**config.mk**
```make
export PLATFORM = sky130hd
export DESIGN_NAME = hex_entry_buffer
export DESIGN_NICKNAME = d
export VERILOG_FILES = /design/src/rtl/hex_entry_buffer.sv
export SDC_FILE = /design/constraint.sdc
export NUM_CORES = 1
export LEC_CHECK = 0
export ABC_AREA = 0
export BUFFER_PORTS_ARGS = -buffer_cell sky130_fd_sc_hd__buf_2
export CORE_ASPECT_RATIO = 0.75
export CORE_MARGIN = 2
export CORE_UTILIZATION = 45
export DETAILED_ROUTE_END_ITERATION = 12
export PLACE_DENSITY = 0.69
export SLEW_MARGIN = 20
export SYNTH_ARGS = -nofsm -noshare
export SYNTH_HDL_FRONTEND = slang
export SYNTH_SLANG_ARGS = --single-unit
```
**constraint.sdc**
```tcl
create_clock -name CLOCK_50 -period 5.15 [get_ports CLOCK_50]
set_input_delay 0 -clock CLOCK_50 [delete_from_list [all_inputs] [get_ports CLOCK_50]]
set_output_delay 0 -clock CLOCK_50 [all_outputs]
set_load 0.05 [all_outputs]
```
**src/rtl/hex_entry_buffer.sv**
```systemverilog
// Hex digit entry buffer: synchronises switches/buttons, detects presses and edits a 16-digit block.
// Optional per-button debounce FSMs are enabled with `define HEX_ENTRY_DEBOUNCE_EN.
module hex_entry_buffer #(
   parameter int unsigned DIGITS          = 16,
   parameter int unsigned CNT_W           = 5,
   parameter int unsigned DEBOUNCE_CYCLES = 500000
) (
   input  logic                  CLOCK_50,
   input  logic                  rst,
   input  logic                  in0,
   input  logic                  in1,
   input  logic                  in2,
   input  logic                  in3,
   input  logic                  loadButton,
   input  logic                  backspace,
   input  logic                  clear,
   output logic [4*DIGITS-1:0]   values,
   output logic [CNT_W-1:0]      nEntered,
   output logic                  full,
   output logic                  entry_pulse,
   output logic                  done_pulse
);

   localparam int unsigned VW     = 4 * DIGITS;
   localparam int unsigned NB     = 3;
   localparam int unsigned BTN_LD = 0;
   localparam int unsigned BTN_BS = 1;
   localparam int unsigned BTN_CL = 2;

   logic [NB-1:0]    btn_s1_q, btn_s2_q;
   logic [3:0]       sw_s1_q, sw_s2_q;
   logic [1:0]       vld_q;
   logic [NB-1:0]    arm_q;
   logic [NB-1:0]    level_c;
   logic [NB-1:0]    press_c;

   logic [VW-1:0]    values_q, values_d;
   logic [CNT_W-1:0] cnt_q, cnt_d;
   logic             full_q, full_d;
   logic             entry_q, entry_d;
   logic             done_q, done_d;

   // Two-flop synchronisers; vld_q marks when sync2 first reflects a real pin sample
   always_ff @(posedge CLOCK_50) begin
      if (rst) begin
         btn_s1_q <= '1;
         btn_s2_q <= '1;
         sw_s1_q  <= '1;
         sw_s2_q  <= '1;
         vld_q    <= '0;
      end else begin
         btn_s1_q <= {clear, backspace, loadButton};
         btn_s2_q <= btn_s1_q;
         sw_s1_q  <= {in3, in2, in1, in0};
         sw_s2_q  <= sw_s1_q;
         vld_q    <= {vld_q[0], 1'b1};
      end
   end

   // A button arms only after a genuine released level, so one held through reset stays silent
   always_ff @(posedge CLOCK_50) begin
      if (rst) arm_q <= '0;
      else     arm_q <= arm_q | ({NB{vld_q[1]}} & btn_s2_q & level_c);
   end

`ifdef HEX_ENTRY_DEBOUNCE_EN
   localparam int unsigned     DB_W    = $clog2(DEBOUNCE_CYCLES + 1);
   localparam logic [DB_W-1:0] DB_LAST = DB_W'(DEBOUNCE_CYCLES - 1);

   typedef enum logic [1:0] {
      S_IDLE,
      S_PRESS_WAIT,
      S_HELD,
      S_RELEASE_WAIT
   } db_state_e;

   db_state_e       db_state_q [NB];
   db_state_e       db_state_d [NB];
   logic [DB_W-1:0] db_cnt_q   [NB];
   logic [DB_W-1:0] db_cnt_d   [NB];
   logic [NB-1:0]   press_q, press_d;

   always_ff @(posedge CLOCK_50) begin
      if (rst) begin
         for (int b = 0; b < NB; b++) begin
            db_state_q[b] <= S_IDLE;
            db_cnt_q[b]   <= '0;
         end
         press_q <= '0;
      end else begin
         for (int b = 0; b < NB; b++) begin
            db_state_q[b] <= db_state_d[b];
            db_cnt_q[b]   <= db_cnt_d[b];
         end
         press_q <= press_d;
      end
   end

   // Entering a wait state counts the triggering sample as the first of the run
   always_comb begin
      db_state_d = db_state_q;
      db_cnt_d   = db_cnt_q;
      press_d    = '0;
      level_c    = '0;
      for (int b = 0; b < NB; b++) begin
         level_c[b] = (db_state_q[b] == S_IDLE) || (db_state_q[b] == S_PRESS_WAIT);
         case (db_state_q[b])
            S_IDLE: begin
               if (!btn_s2_q[b]) begin
                  db_state_d[b] = S_PRESS_WAIT;
                  db_cnt_d[b]   = DB_W'(1);
               end
            end
            S_PRESS_WAIT: begin
               if (btn_s2_q[b]) begin
                  db_state_d[b] = S_IDLE;
               end else if (db_cnt_q[b] >= DB_LAST) begin
                  db_state_d[b] = S_HELD;
                  press_d[b]    = arm_q[b];
               end else begin
                  db_cnt_d[b] = db_cnt_q[b] + DB_W'(1);
               end
            end
            S_HELD: begin
               if (btn_s2_q[b]) begin
                  db_state_d[b] = S_RELEASE_WAIT;
                  db_cnt_d[b]   = DB_W'(1);
               end
            end
            S_RELEASE_WAIT: begin
               if (!btn_s2_q[b]) begin
                  db_state_d[b] = S_HELD;
               end else if (db_cnt_q[b] >= DB_LAST) begin
                  db_state_d[b] = S_IDLE;
               end else begin
                  db_cnt_d[b] = db_cnt_q[b] + DB_W'(1);
               end
            end
            default: db_state_d[b] = S_IDLE;
         endcase
      end
   end

   assign press_c = press_q;
`else
   logic [NB-1:0] prev_q;

   always_ff @(posedge CLOCK_50) begin
      if (rst) prev_q <= '1;
      else     prev_q <= btn_s2_q;
   end

   assign level_c = btn_s2_q;
   assign press_c = arm_q & prev_q & ~btn_s2_q;
`endif

   always_ff @(posedge CLOCK_50) begin
      if (rst) begin
         values_q <= '0;
         cnt_q    <= '0;
         full_q   <= 1'b0;
         entry_q  <= 1'b0;
         done_q   <= 1'b0;
      end else begin
         values_q <= values_d;
         cnt_q    <= cnt_d;
         full_q   <= full_d;
         entry_q  <= entry_d;
         done_q   <= done_d;
      end
   end

   // Event priority clear > backspace > load; losing events are dropped
   always_comb begin
      values_d = values_q;
      cnt_d    = cnt_q;
      full_d   = full_q;
      entry_d  = 1'b0;
      done_d   = 1'b0;
      if (press_c[BTN_CL]) begin
         values_d = '0;
         cnt_d    = '0;
         full_d   = 1'b0;
         entry_d  = 1'b1;
      end else if (press_c[BTN_BS]) begin
         if (cnt_q != '0) begin
            cnt_d = cnt_q - CNT_W'(1);
            for (int unsigned i = 0; i < DIGITS; i++) begin
               if (CNT_W'(i) == cnt_d) values_d[VW-1-4*i -: 4] = 4'h0;
            end
            entry_d = 1'b1;
            full_d  = 1'b0;
         end
      end else if (press_c[BTN_LD]) begin
         if (cnt_q != CNT_W'(DIGITS)) begin
            for (int unsigned i = 0; i < DIGITS; i++) begin
               if (CNT_W'(i) == cnt_q) values_d[VW-1-4*i -: 4] = sw_s2_q;
            end
            cnt_d   = cnt_q + CNT_W'(1);
            entry_d = 1'b1;
            if (cnt_q == CNT_W'(DIGITS - 1)) begin
               done_d = 1'b1;
               full_d = 1'b1;
            end
         end
      end
   end

   assign values      = values_q;
   assign nEntered    = cnt_q;
   assign full        = full_q;
   assign entry_pulse = entry_q;
   assign done_pulse  = done_q;

endmodule
```
Yosys cells after proc, flatten, opt, wreduce, memory -nomap -nowiden
Index checks and enable logic that the tools add are counted.

storage, ports and cells
  register bits after elaboration = 94
  output and inout bits = 72
  word-level logic and storage cells = 181

operators by class
  $add $sub $neg = 2
  equality and inequality tests = 49
  multiplexer cells = 52
  bitwise gates (word level) = 8
  reduce and logical (&&, ||, !) cells = 42

operators with widths
  operator                                                               count
  64-bit 2-to-1 mux                                                      4
  4-bit 2-to-1 mux                                                       32
  4-bit by 5-bit equality test with 1-bit output, first input constant   16
  5-bit AND reduction                                                    16
  3-bit by 5-bit equality test with 1-bit output, first input constant   8
  2-bit nonzero test                                                     19
  2-bit by 1-bit != test with 1-bit output, second input constant        17
  2-bit by 5-bit equality test with 1-bit output, first input constant   4
  5-bit 2-to-1 mux                                                       4
  3-bit AND                                                              4
  1-bit 2-to-1 mux                                                       12
  1-bit by 5-bit equality test with 1-bit output, first input constant   2
  5-bit logical NOT                                                      2
  5-bit by 1-bit adder with 5-bit output, second input constant          1
  5-bit by 4-bit equality test with 1-bit output, second input constant  1
  5-bit != test, second input constant                                   1
  5-bit nonzero test                                                     1
  5-bit OR reduction                                                     1
  5-bit by 1-bit subtractor with 5-bit output, second input constant     1
  4-bit AND reduction                                                    1
  3-bit NOT                                                              1
  3-bit bitwise OR                                                       1
  3-bit AND reduction                                                    1
  1-bit NOT                                                              2
  2-bit OR reduction                                                     1

Logic depth before layout (Yosys ltp)
  depth in word-level cells = 5
  mapped depth = 9
  mapped depth without buffers = 7

Worst setup path before layout
OpenSTA, ideal clock, no wires.

  path type = reg-to-reg
  from = register cnt_q[0] (netlist: nEntered[0])
  to = register values_q[9] (netlist: values[9])
  setup time = 57 ps
  data arrival time = 2418 ps
  path slack = 2674 ps
  cell stages (with the launch flop) = 10
  period minus slack after synthesis = 2476 ps
  cell sequence = dfxtp_1 -> buf_2 -> inv_1 -> ha_1 -> buf_6 -> nor3b_4 -> xnor2_4 -> o21ai_1 -> a31oi_2 -> a2bb2o_4

on the way
  word-level cells in the longest chain between the ends = 4
  elaborated cells between the ends (all ways) = 10
  those cells by class = add/sub: 1; eq/ne: 5; reduce/logical: 4

ends and longest elaborated chain
  item                                                line  text
  from (decl)                                         38    logic [CNT_W-1:0] cnt_q, cnt_d;
  from (signal assigned)                              166   cnt_q <= cnt_d;
  5-bit by 1-bit subtractor with 5-bit output         187   cnt_d = cnt_q - CNT_W'(1);
  4-bit by 5-bit equality test with 1-bit output      189   if (CNT_W'(i) == cnt_d) values_d[VW-1-4*i -: 4] = 4'h0;
  2-bit by 1-bit != test with 1-bit output (no line)  n/a
  5-bit AND reduction (no line) *                     n/a
  to (signal assigned)                                165   values_q <= values_d;
  to (decl)                                           37    logic [VW-1:0] values_q, values_d;

Every way passes the cells marked *; elsewhere a longest branch is shown, timed or not.
A chain may end at the register's enable or synchronous reset.

Worst setup path in the final report
  from = register cnt_q[0] (netlist: nEntered[0])
  to = register cnt_q[4] (netlist: nEntered[4])

on the way
  word-level cells in the longest chain between the ends = 4
  elaborated cells between the ends (all ways) = 11
  those cells by class = add/sub: 2; eq/ne: 2; mux: 4; reduce/logical: 3

ends and longest elaborated chain
  item                                    line  text
  5-bit by 1-bit adder with 5-bit output  199   cnt_d = cnt_q + CNT_W'(1);
  5-bit 2-to-1 mux                        195   if (cnt_q != CNT_W'(DIGITS)) begin
  5-bit 2-to-1 mux                        194   end else if (press_c[BTN_LD]) begin
  5-bit 2-to-1 mux                        185   end else if (press_c[BTN_BS]) begin

Several ways; a longest one is shown, not always the timed one. The select of a mux whose other input is x is not followed.

==> results.yml <==
run_status:
  status: "complete, no violations"
clock_network:
  path_clk_slew_ps: 60
  clk_latency_ps: 340
  cts_root_buf: "clkbuf_16"
  cts_resized: 0
  numCtsBuffers: 9
  hold_buffers: 7
  cts_sinks: 94
  htree_levels: 3
  cts_tree: "done"
  postCtsSetupBuffers: 0
  cts.path.max_buffers: 2
final_layout:
  mostFrequentLayoutCell: "dfxtp_1"
  drive_gt1_share_pct: 30.11
  multi_input_area_sq_um: 1828
  nFillCells: 759
  areaGrowthSynthToFinish_pct: 20.47
  final_cells: 573
  seq_area_sq_um: 1882
  final_cell_mix: "dfxtp_1 (94), buf_2 (80), nand2_1 (37)"
  nNetsFinal: 477
  num_antenna_cells: 0
worst_setup_path:
  cpPeakStageDelay_ps: 590
  rr_worst_depth: 7
  r2r_end: "nEntered[4]"
  start_kind: "register"
  worstSetupPathType: "reg2reg"
  cp_slowest_cell: "dfxtp_1"
  rrSetupSlack_ps: 2570
  path_buf_inv: 1
  crit_fanout: 13
  crit_required_ps: 5370
  critPathTopFamily: "simple AND/OR/NAND/NOR gates"
  path_cells: "inv_1, ha_1, nor4b_2, nand2b_1, nand2_1, o21ai_0, a32o_1"
  cp.arrival_ps: 2810
  end_kind: "register"
  worstReg2RegStart: "nEntered[0]"
timing:
  fin_worst_skew_ps: 8.582
  relSlewSlack_pct: 27.47
  tightest_slew_ps: 1087
  timing.setup.tns_ps: 0
  hold_slack_ps: 4.926
  finalCriticalPeriod_ps: 2581
  fmax_ghz: 0.3875
  post-route-period-util_pct: 50.11
  slew_viol_final: 0
  rsz0062_at_grt: "no"
  setup_viol: 0
  hold_viol: 0
floorplanning:
  die_w_microns: 110.9
  num_rows: 29
  io_pins: 81
  fp.dieH_microns: 84.18
  dieArea_sq_um: 9336
  start_util_pct: 46.02
  core_area_sq_um: 8382
routing:
  drtIter0Drc: 213
  ant_nets: 0
  num_vias: 3217
  drt_wl_total_microns: 9397
  wl_per_cell_microns: 16.40
  avgViaCountPerCell: 5.614
  firstDrtPassIters: 5
  drcViolationCount: 0
power:
  p_switching_mw: 0.3511
  leakage_nw: 1.970
  p_clk_share_pct: 43.7
  irDropWorstVdd_mv: 0.1721
  finalPower_mw: 1.462
  share_comb_of_total_power_pct: 5.4
  pwr_density_cell_nw_per_um2: 314.5
  switching_share_pct: 24.02
  internal_power_mw: 1.111
  seq_power_share_pct: 50.9
logic_synthesis:
  synth_area_sq_um: 3857
  synth_warnings: 0
  avgSynthCellArea_sq_um: 10.05
  synthMuxAreaShare_pct: 0.2595
  synth_seq_area_share_pct: 48.78
  synthFlopType: "dfxtp_1"
  synth-simple-area-share_pct: 19.20
  synth-adder-area-share_pct: 2.595
  ys_ff_latch: 94
  synthXorXnorAreaFrac_pct: 1.849
  synth_compound_area_share_pct: 23.48
  synthCells: 384
  synthTopCellsByArea: "dfxtp_1 (49%), o2bb2ai_1 (4.5%), a22o_1 (3.6%)"
  ys_types: 56
  syn_nets: 401
  async_reset_ff_share_pct: 0
  synth_edf_count: 0
  synth_top_family_by_area: "compound AO/OA/AOI/OAI gates"
  synth.top_cell.area_share_pct: 48.78
  synth_area_leader_cell: "dfxtp_1"
place:
  gp_congestion: 0.9048
  hpwl_microns: 6716
  port_buffers: 80
  placed_cells: 550
flow_run:
  maxCapViolations: 0
min_path:
  min_from: "rst"
  worstHoldPathCells: 2
  holdPathEnd: "vld_q[0]"
  min-delay-path-class: "in2reg"
grt:
  grt_max_degree: 28
  grt_remaining_overflow: 0
  grt_usage_pct: 20.21
  antenna_found_initial: 0
  grt_pass1_wl_microns: 15210
  grt_pass1_vias: 2891
==> worst max path at each step <==
| stage | from | cells past startpoint | slack, ps | end |
|---|---|---|---|---|
| finish | nEntered[0] | 7 | 2570 | nEntered[4] |
| global route | nEntered[0] | 7 | 2390 | values[6] |
| CTS | nEntered[0] | 7 | 2610 | nEntered[4] |
| detailed placement | nEntered[0] | 7 | 2620 | nEntered[4] |
| global placement | nEntered[0] | 7 | 2790 | nEntered[4] |
| floorplan | nEntered[0] | 9 | 2670 | values[9] |
==> stage by stage <==
step | setup WS, ps | area [sq um] | utilization [%]
after floorplan | 2674 | 3857 | -
after global placement | 2788 | 4283 | 51.10
after CTS | 2608 | 4647 | 55.44
final | 2569 | 4647 | 55.44
after global routing | 2385 | 4647 | 55.44
after detailed placement | 2615 | 4283 | 51.10
==> state kept, by name, indices dropped and copies added, names as in the netlist <==
name	cells
sw_s1_q	4
arm_q	3
entry_pulse	1
btn_s2_q	3
prev_q	3
values	64
full	1
vld_q	2
sw_s2_q	4
btn_s1_q	3
done_pulse	1
nEntered	5
==> layout make-up <==
| class | count | share of cell area, % |
|---|---|---|
| inverter | 8 | 0.6462 |
| timing repair buffer | 88 | 10.29 |
| tap | 108 | 2.908 |
| clock inverter | 6 | 1.185 |
| multi-input combinational | 259 | 39.34 |
| sequential | 94 | 40.50 |
| clock buffer | 10 | 5.143 |
==> kinds of logic (layout without fill, tap and decap cells) <==
logic type | Yosys count | count (layout)
AOI/OAI and AO/OA | 113 | 113
xor gates and xnor gates | 6 | 6
adders and majority gates | 8 | 8
buffers and inverters | 31 | 112
DFF | 94 | 94
muxes | 1 | 1
and+or+nand+nor | 131 | 131
==> synthesized netlist by cell type, types with 6 or more instances <==
library cell	instances
nand4_1	11
nor2_1	14
o21ai_2	9
nand3_1	15
a21oi_1	12
buf_2	13
a22o_1	16
or2_2	18
dfxtp_1	94
nand2_1	37
ha_1	8
o2bb2ai_1	20
inv_1	8
nor2b_1	6
o22ai_1	21
==> per-layer routing <==
layer / vias up / GRT usage [%] / share of wire (%)
met3: 9 / 5.632 / 7.5
met1: 1500 / 29.75 / 50
met4: 0 / 5.227 / 0.79
li1: 1570 / - / -
met2: 138 / 29.28 / 42
met5: - / 0 / 0
==> power by group through the flow <==
stage	Clock (mW)	Combinational (mW)	Sequential [mW]
CTS	0.651	0.0792	0.744
finish	0.639	0.0793	0.744
floorplan	0	0.0532	0.763
global route	0.683	0.0868	0.745
global placement	0	0.0737	0.760
detailed placement	0	0.0747	0.761
No activity file was read; power rests on OpenSTA's default activity.
